File: src/rtl/riscv_pkg.sv
// Shared RV32I encoding constants: opcodes, instruction classes and
// immediate range limits used by the encoder and the control unit.
package riscv_pkg;

  localparam logic [6:0] OP_R      = 7'b0110011;
  localparam logic [6:0] OP_I      = 7'b0010011;
  localparam logic [6:0] OP_LOAD   = 7'b0000011;
  localparam logic [6:0] OP_STORE  = 7'b0100011;
  localparam logic [6:0] OP_BRANCH = 7'b1100011;
  localparam logic [6:0] OP_JAL    = 7'b1101111;

  typedef enum logic [2:0] {
    CLS_R      = 3'd0,
    CLS_I      = 3'd1,
    CLS_LOAD   = 3'd2,
    CLS_STORE  = 3'd3,
    CLS_BRANCH = 3'd4,
    CLS_JAL    = 3'd5
  } instr_class_e;

  // 12-bit immediates (I/LOAD/STORE) and 13-bit branch offsets
  localparam int IMM12_MIN = -2048;
  localparam int IMM12_MAX = 2047;
  localparam int IMM13_MIN = -4096;
  localparam int IMM13_MAX = 4094;

  function automatic logic imm_in_range(input logic signed [20:0] imm, input int lo, input int hi);
    return (int'(imm) >= lo) && (int'(imm) <= hi);
  endfunction

endpackage

File: src/rtl/instr_pack.sv
// Combinational packer: instruction class plus fields -> 32-bit RV32I word
// and an illegal flag for out-of-range immediates or unknown classes.
module instr_pack
  import riscv_pkg::*;
(
  input  logic [2:0]  cls,
  input  logic [4:0]  rd,
  input  logic [4:0]  rs1,
  input  logic [4:0]  rs2,
  input  logic [2:0]  funct3,
  input  logic [6:0]  funct7,
  input  logic [20:0] imm,
  output logic [31:0] word,
  output logic        illegal
);

  // Select the format for the class and check its immediate constraints
  always_comb begin
    word    = '0;
    illegal = 1'b0;
    case (instr_class_e'(cls))
      CLS_R: begin
        word = {funct7, rs2, rs1, funct3, rd, OP_R};
      end
      CLS_I: begin
        word    = {imm[11:0], rs1, funct3, rd, OP_I};
        illegal = !imm_in_range($signed(imm), IMM12_MIN, IMM12_MAX);
      end
      CLS_LOAD: begin
        word    = {imm[11:0], rs1, funct3, rd, OP_LOAD};
        illegal = !imm_in_range($signed(imm), IMM12_MIN, IMM12_MAX);
      end
      CLS_STORE: begin
        word    = {imm[11:5], rs2, rs1, funct3, imm[4:0], OP_STORE};
        illegal = !imm_in_range($signed(imm), IMM12_MIN, IMM12_MAX);
      end
      CLS_BRANCH: begin
        word    = {imm[12], imm[10:5], rs2, rs1, funct3, imm[4:1], imm[11], OP_BRANCH};
        illegal = !imm_in_range($signed(imm), IMM13_MIN, IMM13_MAX) || imm[0];
      end
      CLS_JAL: begin
        // the full 21-bit range is encodable, only odd offsets are rejected
        word    = {imm[20], imm[10:1], imm[11], imm[19:12], rd, OP_JAL};
        illegal = imm[0];
      end
      default: begin
        illegal = 1'b1;
      end
    endcase
  end

endmodule

File: src/rtl/instr_encoder.sv
// Program loader: accepts instruction fields over valid/ready, encodes them
// and writes consecutive words into instruction memory, then releases the core.
//
// state   | meaning
// LOAD    | accepting instructions, writing words at wr_ptr
// DONE    | in_last seen; inputs refused until rst_n/clear
module instr_encoder
  import riscv_pkg::*;
#(
  parameter int ADDR_W = 8,
  parameter int DEPTH  = 2**ADDR_W,
  parameter int ERR_W  = 8
) (
  input  logic              clk,
  input  logic              rst_n,
  input  logic              clear,
  input  logic              in_valid,
  output logic              in_ready,
  input  logic [2:0]        in_class,
  input  logic [4:0]        in_rd,
  input  logic [4:0]        in_rs1,
  input  logic [4:0]        in_rs2,
  input  logic [2:0]        in_funct3,
  input  logic [6:0]        in_funct7,
  input  logic [20:0]       in_imm,
  input  logic              in_last,
  output logic              imem_we,
  output logic [ADDR_W-1:0] imem_addr,
  output logic [31:0]       imem_wdata,
  output logic [ADDR_W:0]   word_count,
  output logic              err_pulse,
  output logic [ERR_W-1:0]  err_cnt,
  output logic              prog_done,
  output logic              cpu_rst_n
);

  typedef enum logic {
    ST_LOAD = 1'b0,
    ST_DONE = 1'b1
  } state_e;

  localparam logic [ADDR_W:0] DEPTH_V = (ADDR_W+1)'(DEPTH);

  state_e          state;
  logic [ADDR_W:0] wr_ptr;
  logic            done_d1;
  logic [31:0]     pack_word;
  logic            pack_illegal;
  logic            xfer;

  // reset and clear both block acceptance in the cycle they are asserted
  assign in_ready   = rst_n && !clear && (state == ST_LOAD) && (wr_ptr < DEPTH_V);
  assign xfer       = in_valid && in_ready;
  assign word_count = wr_ptr;
  assign cpu_rst_n  = prog_done;

  instr_pack u_pack (
    .cls     (in_class),
    .rd      (in_rd),
    .rs1     (in_rs1),
    .rs2     (in_rs2),
    .funct3  (in_funct3),
    .funct7  (in_funct7),
    .imm     (in_imm),
    .word    (pack_word),
    .illegal (pack_illegal)
  );

  // FSM, write pointer, registered memory write port, error counter and done flag
  always_ff @(posedge clk) begin
    if (!rst_n || clear) begin
      state      <= ST_LOAD;
      wr_ptr     <= '0;
      imem_we    <= 1'b0;
      imem_addr  <= '0;
      imem_wdata <= '0;
      err_pulse  <= 1'b0;
      err_cnt    <= '0;
      done_d1    <= 1'b0;
      prog_done  <= 1'b0;
    end else begin
      imem_we   <= 1'b0;
      err_pulse <= 1'b0;
      // done_d1 delays the release so the last write has completed first
      done_d1   <= (state == ST_DONE);
      prog_done <= prog_done | done_d1;
      if (xfer) begin
        if (pack_illegal) begin
          err_pulse <= 1'b1;
          if (err_cnt != '1) err_cnt <= err_cnt + 1'b1;
        end else begin
          imem_we    <= 1'b1;
          imem_addr  <= wr_ptr[ADDR_W-1:0];
          imem_wdata <= pack_word;
          wr_ptr     <= wr_ptr + 1'b1;
        end
        if (in_last) state <= ST_DONE;
      end
    end
  end

endmodule

File: config.mk
export PLATFORM = sky130hd
export DESIGN_NAME = instr_encoder
export DESIGN_NICKNAME = d
export VERILOG_FILES = /design/src/rtl/riscv_pkg.sv /design/src/rtl/instr_pack.sv /design/src/rtl/instr_encoder.sv
export SDC_FILE = /design/constraint.sdc
export NUM_CORES = 1
export LEC_CHECK = 0
export BUFFER_PORTS_ARGS = -buffer_cell sky130_fd_sc_hd__buf_2
export CORE_AREA = 2 2 83 85
export DETAILED_ROUTE_END_ITERATION = 8
export DIE_AREA = 0 0 85 87
export PLACE_DENSITY = 0.79
export SETUP_SLACK_MARGIN = 0.1
export SYNTH_ARGS = -nofsm -noshare
export SYNTH_HDL_FRONTEND = slang
export SYNTH_HIERARCHICAL = 1
export SYNTH_SLANG_ARGS = --single-unit
File: constraint.sdc
create_clock -name clk -period 3.4 [get_ports clk]
set_input_delay 0.68 -clock clk [delete_from_list [all_inputs] [get_ports clk]]
set_output_delay 0.68 -clock clk [all_outputs]
set_load 0.005 [all_outputs]
# Yosys cells after proc, flatten, opt, wreduce, memory -nomap -nowiden
# Index checks and enable logic that the tools add are counted.
# word_totals
out_inout_bits	62
inputBits	54
regBits	62
# classes
n_mux	4
magnitude_cmp	5
bitwise	4
n_reduce_logical	18
n_eq_ne	6
n_addsub	2
# ops
operator	count
$pmux W32 S6	1
$ge A21 B12 Y1 const B	1
$ge A21 B13 Y1 const B	1
$le A21 B12 Y1 const B	1
$le A21 B13 Y1 const B	1
$add A9 B1 Y9 const B	1
$lt A9 B9 Y1 const B	1
$add A8 B1 Y8 const B	1
$ne A8 B8 Y1 const B	1
$eq A3 B2 Y1 const B	2
$eq A3 B3 Y1 const B	2
$logic_and A1 B1 Y1	6
$logic_not A1 Y1	4
$pmux W1 S4	1
$reduce_and A2 Y1	2
$eq A3 B1 Y1 const B	1
$logic_not A3 Y1	1
$not A1 Y1	3
$reduce_and A3 Y1	1
$reduce_or A3 Y1	1
$logic_or A1 B1 Y1	2
$mux W1	2
$reduce_or A2 Y1	1
$or A1 B1 Y1	1

# Longest topological paths before layout
# Gate-level depths: netlist of run 1.
# logic_depth
ltp_word	7
ltp_mapped	12

# By module
# The synthesis of run 1 kept the hierarchy.
# modules_own_cells
mod	instances	cells_each	seq_area_each_um2	area_per_inst_um2
instr_encoder	1	283	1241.2	2314.7
instr_pack	1	130	0.0	835.8

# Worst setup path before layout of run 1
# No wires, ideal clock.
# synth_timing
kind	input to register
start	input port in_imm[15]
end	register wr_ptr[7], in the netlist word_count[7]
slack_ns	0.692
t_arrival_ns	2.638
path_buffers	1
setup_time_ns	0.070
cell_stages	8
t_required_ns	3.330
cell_sequence	or4_4 > nor4_2 > o31ai_1 > nand2b_1 > or2_1 > buf_6 > or4_1 > a21oi_1
# synth_between
elab_chain_len	7
# synth_lines
item	line	source
start, declared	instr_encoder.sv:25	input logic [20:0] in_imm,
$ge A21 B13 Y1 / $le A21 B13 Y1 (equally long branches)	riscv_pkg.sv:28	return (int'(imm) >= lo) && (int'(imm) <= hi);
$logic_and A1 B1 Y1	riscv_pkg.sv:28	
$logic_not A1 Y1	instr_pack.sv:39	illegal = !imm_in_range($signed(imm), IMM13_MIN, IMM13_MAX) || imm[0];
$logic_or A1 B1 Y1	instr_pack.sv:39	
$pmux W1 S4 *	instr_pack.sv:21	case (instr_class_e'(cls))
named net pack_illegal	instr_encoder.sv:48	logic pack_illegal;
$not A1 Y1 (no line) *	-	
$reduce_and A2 Y1 (no line) *	-	
end signal, assigned	instr_encoder.sv:95	wr_ptr <= wr_ptr + 1'b1;
end, declared	instr_encoder.sv:45	logic [ADDR_W:0] wr_ptr;
# Mark *: on every way through the listed nets, which the timed path passes. The rest lies on a longest branch.
# A chain may end at the register's enable or synchronous reset.

# Worst setup path after layout of run 1
# layout_timing
start	input port in_imm[15]
end	register imem_wdata[20]
# layout_between
elab_chain_len	7
# layout_lines
item	line	source
$ge A21 B13 Y1 / $le A21 B13 Y1 (equally long branches)	riscv_pkg.sv:28	
$logic_and A1 B1 Y1	riscv_pkg.sv:28	
$logic_not A1 Y1	instr_pack.sv:39	
$logic_or A1 B1 Y1	instr_pack.sv:39	
$pmux W1 S4 *	instr_pack.sv:21	
named net pack_illegal	instr_encoder.sv:48	
$not A1 Y1 (no line) *	-	
$reduce_and A2 Y1 (no line) *	-	
end signal, assigned	instr_encoder.sv:94	imem_wdata <= pack_word;
end, declared	instr_encoder.sv:29	output logic [31:0] imem_wdata,
# Marks and branches as above.

==> run_summary.xml, run 1 <==
<?xml version="1.0" encoding="UTF-8"?>
<metrics>
  <group name="grt">
    <metric name="grt_overflow_total" unit="">0</metric>
    <metric name="grt_use_met1" unit="%">26.3</metric>
    <metric name="global_route.usage.met3" unit="%">6.35</metric>
    <metric name="antenna_violations_before_repair" unit="">0</metric>
    <metric name="grt_pass1_wl" unit="mm">12.7</metric>
    <metric name="grt_max_degree" unit="">57</metric>
    <metric name="grt_use_total" unit="%">21.5</metric>
    <metric name="globalRouteMet2Util" unit="%">35.2</metric>
    <metric name="grt_pass1_vias" unit="">2789</metric>
    <metric name="busiest_layer" unit="">met2</metric>
  </group>
  <group name="floorplanning">
    <metric name="top_level_ports" unit="">116</metric>
    <metric name="start_util" unit="%">48.0</metric>
    <metric name="row_count" unit="">30</metric>
    <metric name="die_width" unit="um">85</metric>
    <metric name="die_height" unit="um">87</metric>
    <metric name="design.die.area" unit="mm^2">0.00740</metric>
    <metric name="coreArea" unit="mm^2">0.00657</metric>
  </group>
  <group name="synth">
    <metric name="synth_enable_flop_cells" unit="">0</metric>
    <metric name="synth-xor-area-share" unit="%">2.50</metric>
    <metric name="post_synthesis_async_set_or_reset_flop_share" unit="%">0</metric>
    <metric name="syn_area" unit="mm^2">0.00315</metric>
    <metric name="synthesis_warnings" unit="">6</metric>
    <metric name="avgSynthCellArea" unit="um^2">7.63</metric>
    <metric name="synth_top_family_by_area" unit="">simple AND/OR/NAND/NOR gates</metric>
    <metric name="synthAdderAreaFrac" unit="%">0.794</metric>
    <metric name="post_synthesis_sequential_area_ratio" unit="%">39.4</metric>
    <metric name="ys.flop_type" unit="">sky130_fd_sc_hd__dfxtp_1</metric>
    <metric name="synth-compound-area-share" unit="%">22.1</metric>
    <metric name="postSynthRegisterBits" unit="">62</metric>
    <metric name="synth.lib_cells_used.distinct" unit="">46</metric>
    <metric name="synthSimpleGateAreaFrac" unit="%">24.7</metric>
    <metric name="synth_cells" unit="">413</metric>
    <metric name="synthMuxAreaShare" unit="%">3.26</metric>
    <metric name="syn_nets" unit="">469</metric>
  </group>
  <group name="sta">
    <metric name="achievable-frequency" unit="MHz">388</metric>
    <metric name="slew_headroom" unit="%">27.9</metric>
    <metric name="fin_setup_tns" unit="ns">0</metric>
    <metric name="final_hold_vios" unit="">0</metric>
    <metric name="report.final.setup_viol" unit="">0</metric>
    <metric name="number_of_max_slew_violations_in_the_final_report" unit="">0</metric>
    <metric name="layout_worst_path_cycle_share" unit="%">75.9</metric>
    <metric name="worst-slew-pin-transition" unit="ns">1.08</metric>
    <metric name="fin_worst_skew" unit="ns">0.0110</metric>
    <metric name="rsz0062_at_grt" unit="">false</metric>
    <metric name="finalWorstPathRequiredPeriod" unit="ns">2.58</metric>
  </group>
  <group name="job">
    <metric name="max_cap_viol_count" unit="">0</metric>
  </group>
  <group name="power_and_ir_drop">
    <metric name="cellPowerDensity" unit="mW/mm^2">428</metric>
    <metric name="report.power.total" unit="mW">1.70</metric>
    <metric name="vdd_drop_max" unit="mV">0.276</metric>
    <metric name="cellLeakagePower" unit="nW">1.67</metric>
  </group>
  <group name="worst_setup_path">
    <metric name="cp.arrival" unit="ns">2.83</metric>
    <metric name="worst_setup_path_start_kind" unit="">input port</metric>
    <metric name="critical_path_class" unit="">in -&gt; reg</metric>
    <metric name="end_kind" unit="">flop</metric>
    <metric name="crit_path_max_fanout" unit="">20</metric>
    <metric name="critPathRequiredTime" unit="ns">3.65</metric>
  </group>
  <group name="route">
    <metric name="firstDrtPassIters" unit="">5</metric>
    <metric name="finalWirelength" unit="mm">8.04</metric>
    <metric name="drtIter0Drc" unit="">154</metric>
    <metric name="vias_per_inst" unit="">5.36</metric>
    <metric name="detailroute.via_count" unit="">3208</metric>
    <metric name="post-route-drc-count" unit="">0</metric>
    <metric name="drt-wirelength-per-cell" unit="um">13.4</metric>
    <metric name="ant_nets" unit="">0</metric>
  </group>
  <group name="min_path">
    <metric name="timing.hold.worst.class" unit="">reg -&gt; reg</metric>
  </group>
  <group name="finish">
    <metric name="final_cells" unit="">599</metric>
    <metric name="final_nets" unit="">570</metric>
    <metric name="area_delta_synth_final" unit="%">26.4</metric>
    <metric name="drive_gt1_share" unit="%">27.9</metric>
    <metric name="utilization" unit="%">60.6</metric>
    <metric name="layout.filler_cells" unit="">599</metric>
    <metric name="antenna_cells" unit="">0</metric>
  </group>
  <group name="clocking">
    <metric name="numCtsBuffers" unit="">9</metric>
    <metric name="cts_sinks" unit="">62</metric>
    <metric name="cts_tree" unit="">built</metric>
    <metric name="cts_repair_resize_count" unit="">0</metric>
    <metric name="clk_latency" unit="ns">0.34</metric>
    <metric name="cts-htree-levels" unit="">3</metric>
    <metric name="worst_setup_hold_path_clk_slew" unit="ns">0.07</metric>
    <metric name="ctsRootBufferMaster" unit="">sky130_fd_sc_hd__clkbuf_8</metric>
    <metric name="holdBufCountCts" unit="">0</metric>
    <metric name="postCtsSetupRepairBufs" unit="">0</metric>
    <metric name="cts.path.max_buffers" unit="">2</metric>
  </group>
  <group name="placement">
    <metric name="routabilityCongestion" unit="">0.798</metric>
    <metric name="dp.cells" unit="">583</metric>
    <metric name="placement.io_buffers" unit="">115</metric>
    <metric name="hpwl_after_detailed_placement" unit="mm">5.78</metric>
  </group>
  <group name="status">
    <metric name="outcome" unit="">completed</metric>
  </group>
</metrics>
## per-stage QoR
step	worst slack, ns	hold slack, ns	cell area [um^2]
after floorplan	0.692	0.416	3150
after global placement	0.543	0.427	3730
after detailed placement	0.467	0.447	3730
after CTS	0.827	0.458	3980
after global routing	0.674	0.469	3980
final	0.820	0.454	3980
## where the power goes
group	internal [mW]	switching (mW)
Clock	0.508	0.288
Combinational	0.0769	0.101
Sequential	0.729	0.00203
## cells by family (layout without fill, tap and decap cells)
logic type,count (synthesis),in the layout
flops,62,62
xor+xnor,9,9
mux,10,10
compound gates,113,113
simple gates,168,168
fa+ha+maj,2,2
buf+inv,49,155
## cells in the mapped netlist (2+ instances only)
cell type | number | share of area [%]
sky130_fd_sc_hd__a21oi_1 | 51 | 8.1
sky130_fd_sc_hd__or3_1 | 2 | 0.40
sky130_fd_sc_hd__a22oi_1 | 11 | 2.6
sky130_fd_sc_hd__nor3_1 | 4 | 0.64
sky130_fd_sc_hd__o2bb2ai_1 | 6 | 1.7
sky130_fd_sc_hd__xnor2_1 | 6 | 1.7
sky130_fd_sc_hd__o31ai_1 | 4 | 0.95
sky130_fd_sc_hd__nand2_1 | 89 | 11
sky130_fd_sc_hd__buf_1 | 3 | 0.36
sky130_fd_sc_hd__o22ai_1 | 18 | 3.6
sky130_fd_sc_hd__and3_1 | 3 | 0.60
sky130_fd_sc_hd__inv_1 | 14 | 1.7
sky130_fd_sc_hd__nand4_1 | 4 | 0.79
sky130_fd_sc_hd__nand2b_1 | 3 | 0.60
sky130_fd_sc_hd__nor2b_1 | 14 | 2.8
sky130_fd_sc_hd__buf_4 | 6 | 1.4
sky130_fd_sc_hd__mux2_2 | 2 | 0.71
sky130_fd_sc_hd__ha_1 | 2 | 0.79
sky130_fd_sc_hd__dfxtp_1 | 62 | 39
sky130_fd_sc_hd__o211ai_1 | 2 | 0.48
sky130_fd_sc_hd__nand3_1 | 17 | 2.7
sky130_fd_sc_hd__xor2_1 | 3 | 0.83
sky130_fd_sc_hd__mux2i_1 | 8 | 2.5
sky130_fd_sc_hd__clkbuf_1 | 11 | 1.3
sky130_fd_sc_hd__and2_1 | 2 | 0.40
sky130_fd_sc_hd__nor2_1 | 19 | 2.3
sky130_fd_sc_hd__a31oi_1 | 7 | 1.4
sky130_fd_sc_hd__nor4_1 | 3 | 0.60
sky130_fd_sc_hd__buf_2 | 13 | 2.1
sky130_fd_sc_hd__o21a_1 | 8 | 1.9
## final timing paths
check / from / end / slack [ns] / cells past startpoint
setup / recovery: in_imm[15] / imem_wdata[20]$_SDFFE_PP0P_ / 0.82 / 10
hold reg to reg: imem_wdata[4]$_SDFFE_PP0P_ / imem_wdata[4]$_SDFFE_PP0P_ / 0.45 / 2
setup reg to reg: word_count[8]$_SDFFE_PP0P_ / imem_wdata[20]$_SDFFE_PP0P_ / 1.22 / 6
hold / removal: imem_wdata[4]$_SDFFE_PP0P_ / imem_wdata[4]$_SDFFE_PP0P_ / 0.45 / 2
## per-layer routing
| metal | up-vias | routed length, um | part of all wire (%) |
|---|---|---|---|
| li1 | 1637 | - | - |
| met1 | 1460 | 3500 | 44 |
| met2 | 89 | 3840 | 48 |
| met3 | 22 | 493 | 6.1 |
| met4 | 0 | 200 | 2.5 |
| met5 | - | 0 | 0 |
## state kept, by name, summed over array words and instances, names as in the netlist
register / count
imem_we: 1
err_pulse: 1
done_d1: 1
err_cnt: 8
imem_addr: 8
state: 1
cpu_rst_n: 1
imem_wdata: 32
word_count: 9
## cell usage in the layout, fill, tap and decap left out, drive strengths merged, types with 14 or more instances in the layout
master and count:
a21oi 51, buf 124, dfxtp 62, inv 15
nand2 89, nand3 17, nor2 19, nor2b 14
o22ai 18
## layout make-up
cell class	count	area [um^2]	area share [%]
timing repair buffer	124	656	16.5
tap	80	100	2.51
multi-input combinational	302	1680	42.2
sequential	62	1240	31.2
clock buffer	11	141	3.55
inverter	15	56.3	1.41
clock inverter	5	106	2.67
## critical path, cell delays in order
cell and delay (ns):
sky130_fd_sc_hd__buf_2 0.11, sky130_fd_sc_hd__or4_4 0.52, sky130_fd_sc_hd__nor4_2 0.22, sky130_fd_sc_hd__o31ai_1 0.15, sky130_fd_sc_hd__nand2b_1 0.18, sky130_fd_sc_hd__or2_1 0.27, sky130_fd_sc_hd__inv_2 0.30, sky130_fd_sc_hd__buf_12 0.20
sky130_fd_sc_hd__nand2_1 0.07, sky130_fd_sc_hd__a21oi_1 0.13
No activity file was read; power rests on OpenSTA's default activity.
==> run 2: changes to the inputs <==
- CORE_AREA: 2 2 83 85 -> 2 2 87 89
- DIE_AREA: 0 0 85 87 -> 0 0 89 91
- PLACE_DENSITY: 0.79 -> 0.75
- clock period: 3.4 -> 2.3 ns (I/O delays scaled with it)
==> run 2 against run 1 <==
  * Setup slack worse by 0.63 ns
  * Sequential power up 48%
  * Cell count is 5.8% higher
  * Total power rose by 39%
  * Non-clock buffer count grew 16
  * Via count is 3.4% higher
  * First-iteration DRC count fell by 53%
  * Worst hold slack got worse by 0.056 ns
  * Register-to-register slack got worse by 0.96 ns
  * Critical path depth fell by 2
  * Sequential share of layout area fell by 1.2 points
  * Global-route usage is 0.40 points lower
  * Highest routed layer unchanged
==> run_summary.xml, run 2 (same netlist as run 1, synthesis figures left out) <==
<?xml version="1.0" encoding="UTF-8"?>
<metrics>
  <group name="status">
    <metric name="outcome" unit="">completed</metric>
  </group>
  <group name="clocking">
    <metric name="holdBufCountCts" unit="">0</metric>
    <metric name="ctsRootBufferMaster" unit="">sky130_fd_sc_hd__clkbuf_8</metric>
    <metric name="cts_sinks" unit="">62</metric>
    <metric name="clk_latency" unit="ns">0.34</metric>
    <metric name="cts.path.max_buffers" unit="">2</metric>
    <metric name="postCtsSetupRepairBufs" unit="">0</metric>
    <metric name="worst_setup_hold_path_clk_slew" unit="ns">0.08</metric>
    <metric name="cts_repair_resize_count" unit="">3</metric>
    <metric name="numCtsBuffers" unit="">9</metric>
    <metric name="cts-htree-levels" unit="">3</metric>
    <metric name="cts_tree" unit="">built</metric>
  </group>
  <group name="finish">
    <metric name="antenna_cells" unit="">0</metric>
    <metric name="final_nets" unit="">586</metric>
    <metric name="utilization" unit="%">58.0</metric>
    <metric name="mostFrequentLayoutCell" unit="">sky130_fd_sc_hd__buf_2</metric>
    <metric name="layout.cells.most_common_list" unit="">115 x sky130_fd_sc_hd__buf_2, 89 x sky130_fd_sc_hd__nand2_1, 62 x sky130_fd_sc_hd__dfxtp_1</metric>
    <metric name="postLayoutCellArea" unit="mm^2">0.00414</metric>
    <metric name="largest_register_ffs" unit="">32</metric>
    <metric name="top_register" unit="">imem_wdata</metric>
    <metric name="area_delta_synth_final" unit="%">31.4</metric>
    <metric name="drive_gt1_share" unit="%">31.0</metric>
    <metric name="final_cells" unit="">634</metric>
  </group>
  <group name="route">
    <metric name="finalWirelength" unit="mm">8.40</metric>
    <metric name="vias_per_inst" unit="">5.23</metric>
    <metric name="detailroute.via_count" unit="">3317</metric>
    <metric name="drtIter0Drc" unit="">73</metric>
    <metric name="ant_nets" unit="">0</metric>
    <metric name="drt-wirelength-per-cell" unit="um">13.3</metric>
    <metric name="post-route-drc-count" unit="">0</metric>
    <metric name="firstDrtPassIters" unit="">4</metric>
  </group>
  <group name="power_and_ir_drop">
    <metric name="report.power.total" unit="mW">2.38</metric>
    <metric name="cellPowerDensity" unit="mW/mm^2">574</metric>
    <metric name="cellLeakagePower" unit="nW">1.76</metric>
    <metric name="vdd_drop_max" unit="mV">0.366</metric>
  </group>
  <group name="floorplanning">
    <metric name="start_util" unit="%">44.1</metric>
    <metric name="row_count" unit="">31</metric>
    <metric name="die_width" unit="um">89</metric>
    <metric name="coreArea" unit="mm^2">0.00714</metric>
    <metric name="die_height" unit="um">91</metric>
    <metric name="top_level_ports" unit="">116</metric>
    <metric name="design.die.area" unit="mm^2">0.00810</metric>
  </group>
  <group name="placement">
    <metric name="hpwl_after_detailed_placement" unit="mm">6.16</metric>
    <metric name="placement.io_buffers" unit="">115</metric>
    <metric name="dpl-instance-area" unit="mm^2">0.00392</metric>
    <metric name="dp.cells" unit="">618</metric>
    <metric name="preCtsSetupSlack" unit="ns">-0.363</metric>
    <metric name="routabilityCongestion" unit="">0.858</metric>
  </group>
  <group name="job">
    <metric name="max_cap_viol_count" unit="">0</metric>
  </group>
  <group name="worst_setup_path">
    <metric name="crit_path_max_fanout" unit="">5</metric>
    <metric name="cp.arrival" unit="ns">2.37</metric>
    <metric name="crit_chain" unit="">buf_2, or3_1, nor4_4, o31ai_2, nand2b_4, or2_4, or4_1, a21oi_1</metric>
    <metric name="critical_path_class" unit="">in -&gt; reg</metric>
    <metric name="critical_path.startpoint" unit="">in_imm[18]</metric>
    <metric name="end_kind" unit="">flop</metric>
    <metric name="slowest_stage" unit="">sky130_fd_sc_hd__or3_1</metric>
    <metric name="r2r_start" unit="">word_count[8]$_SDFFE_PP0P_</metric>
    <metric name="critPathRequiredTime" unit="ns">2.56</metric>
    <metric name="worst_setup_path_start_kind" unit="">input port</metric>
    <metric name="timing.critical_path.slowest_cell_delay" unit="ns">0.42</metric>
  </group>
  <group name="sta">
    <metric name="layout_worst_path_cycle_share" unit="%">91.7</metric>
    <metric name="number_of_max_slew_violations_in_the_final_report" unit="">0</metric>
    <metric name="final_hold_vios" unit="">0</metric>
    <metric name="achievable-frequency" unit="MHz">474</metric>
    <metric name="layout_setup_ws" unit="ns">0.191</metric>
    <metric name="rsz0062_at_grt" unit="">false</metric>
    <metric name="finalWorstPathRequiredPeriod" unit="ns">2.11</metric>
    <metric name="slew_headroom" unit="%">61.1</metric>
    <metric name="worst-slew-pin-transition" unit="ns">0.584</metric>
    <metric name="report.final.setup_viol" unit="">0</metric>
    <metric name="hold-worst-slack" unit="ns">0.398</metric>
    <metric name="fin_worst_skew" unit="ns">0.0100</metric>
    <metric name="fin_setup_tns" unit="ns">0</metric>
  </group>
  <group name="grt">
    <metric name="antenna_violations_before_repair" unit="">0</metric>
    <metric name="grt_pass1_wl" unit="mm">13.8</metric>
    <metric name="grt_pass1_vias" unit="">3092</metric>
    <metric name="grt_max_degree" unit="">53</metric>
    <metric name="grt_overflow_total" unit="">0</metric>
    <metric name="grt_use_total" unit="%">21.1</metric>
  </group>
  <group name="min_path">
    <metric name="hp-start" unit="">in_last</metric>
    <metric name="timing.hold.worst.class" unit="">in -&gt; reg</metric>
  </group>
</metrics>
[run 2: cell types whose count changed in the layout (fill, tap and decap cells not counted), sizes merged]
cell	delta
bufinv	-2
clkinv	+1
inv	+1
buf	+16
[run 2: path summary, 6_finish.rpt]
| kind | end | slack, ns | depth (start not counted) |
|---|---|---|---|
| hold reg to reg | imem_wdata[22]$_SDFFE_PP0P_ | 0.45 | 2 |
| hold / removal | state$_SDFFE_PP0P_ | 0.40 | 3 |
| setup / recovery | word_count[7]$_SDFFE_PP0P_ | 0.19 | 8 |
| setup reg to reg | err_cnt[2]$_SDFFE_PP0P_ | 0.26 | 5 |
[run 2: metal layers]
metal  vias up  track usage (%)  wire length (um)
met5         -                0                 0
met4         0             7.59               147
met3        16             4.73               497
met2        98             36.1              4120
met1      1529             25.4              3640
li1       1674                -                 -
[run 2: report_power, final]
group          internal, mW  leakage, nW  switching, mW
combinational         0.136         1.15          0.159
sequential             1.08        0.500        0.00287
clock                 0.560        0.106          0.443
[run 2: worst max-delay path: cells and delay by family]
kind,cells,cell delay (ns)
compound gates,2,0.24
simple gates,5,1.56
buf+inv,1,0.10
[run 2: cell type report]
type	count	area, um^2
inverter	15	58.8
clock buffer	11	151
multi-input combinational	302	1710
fill	722	3000
tap	99	124
timing repair buffer	140	801
sequential	62	1240
clock inverter	5	56.3
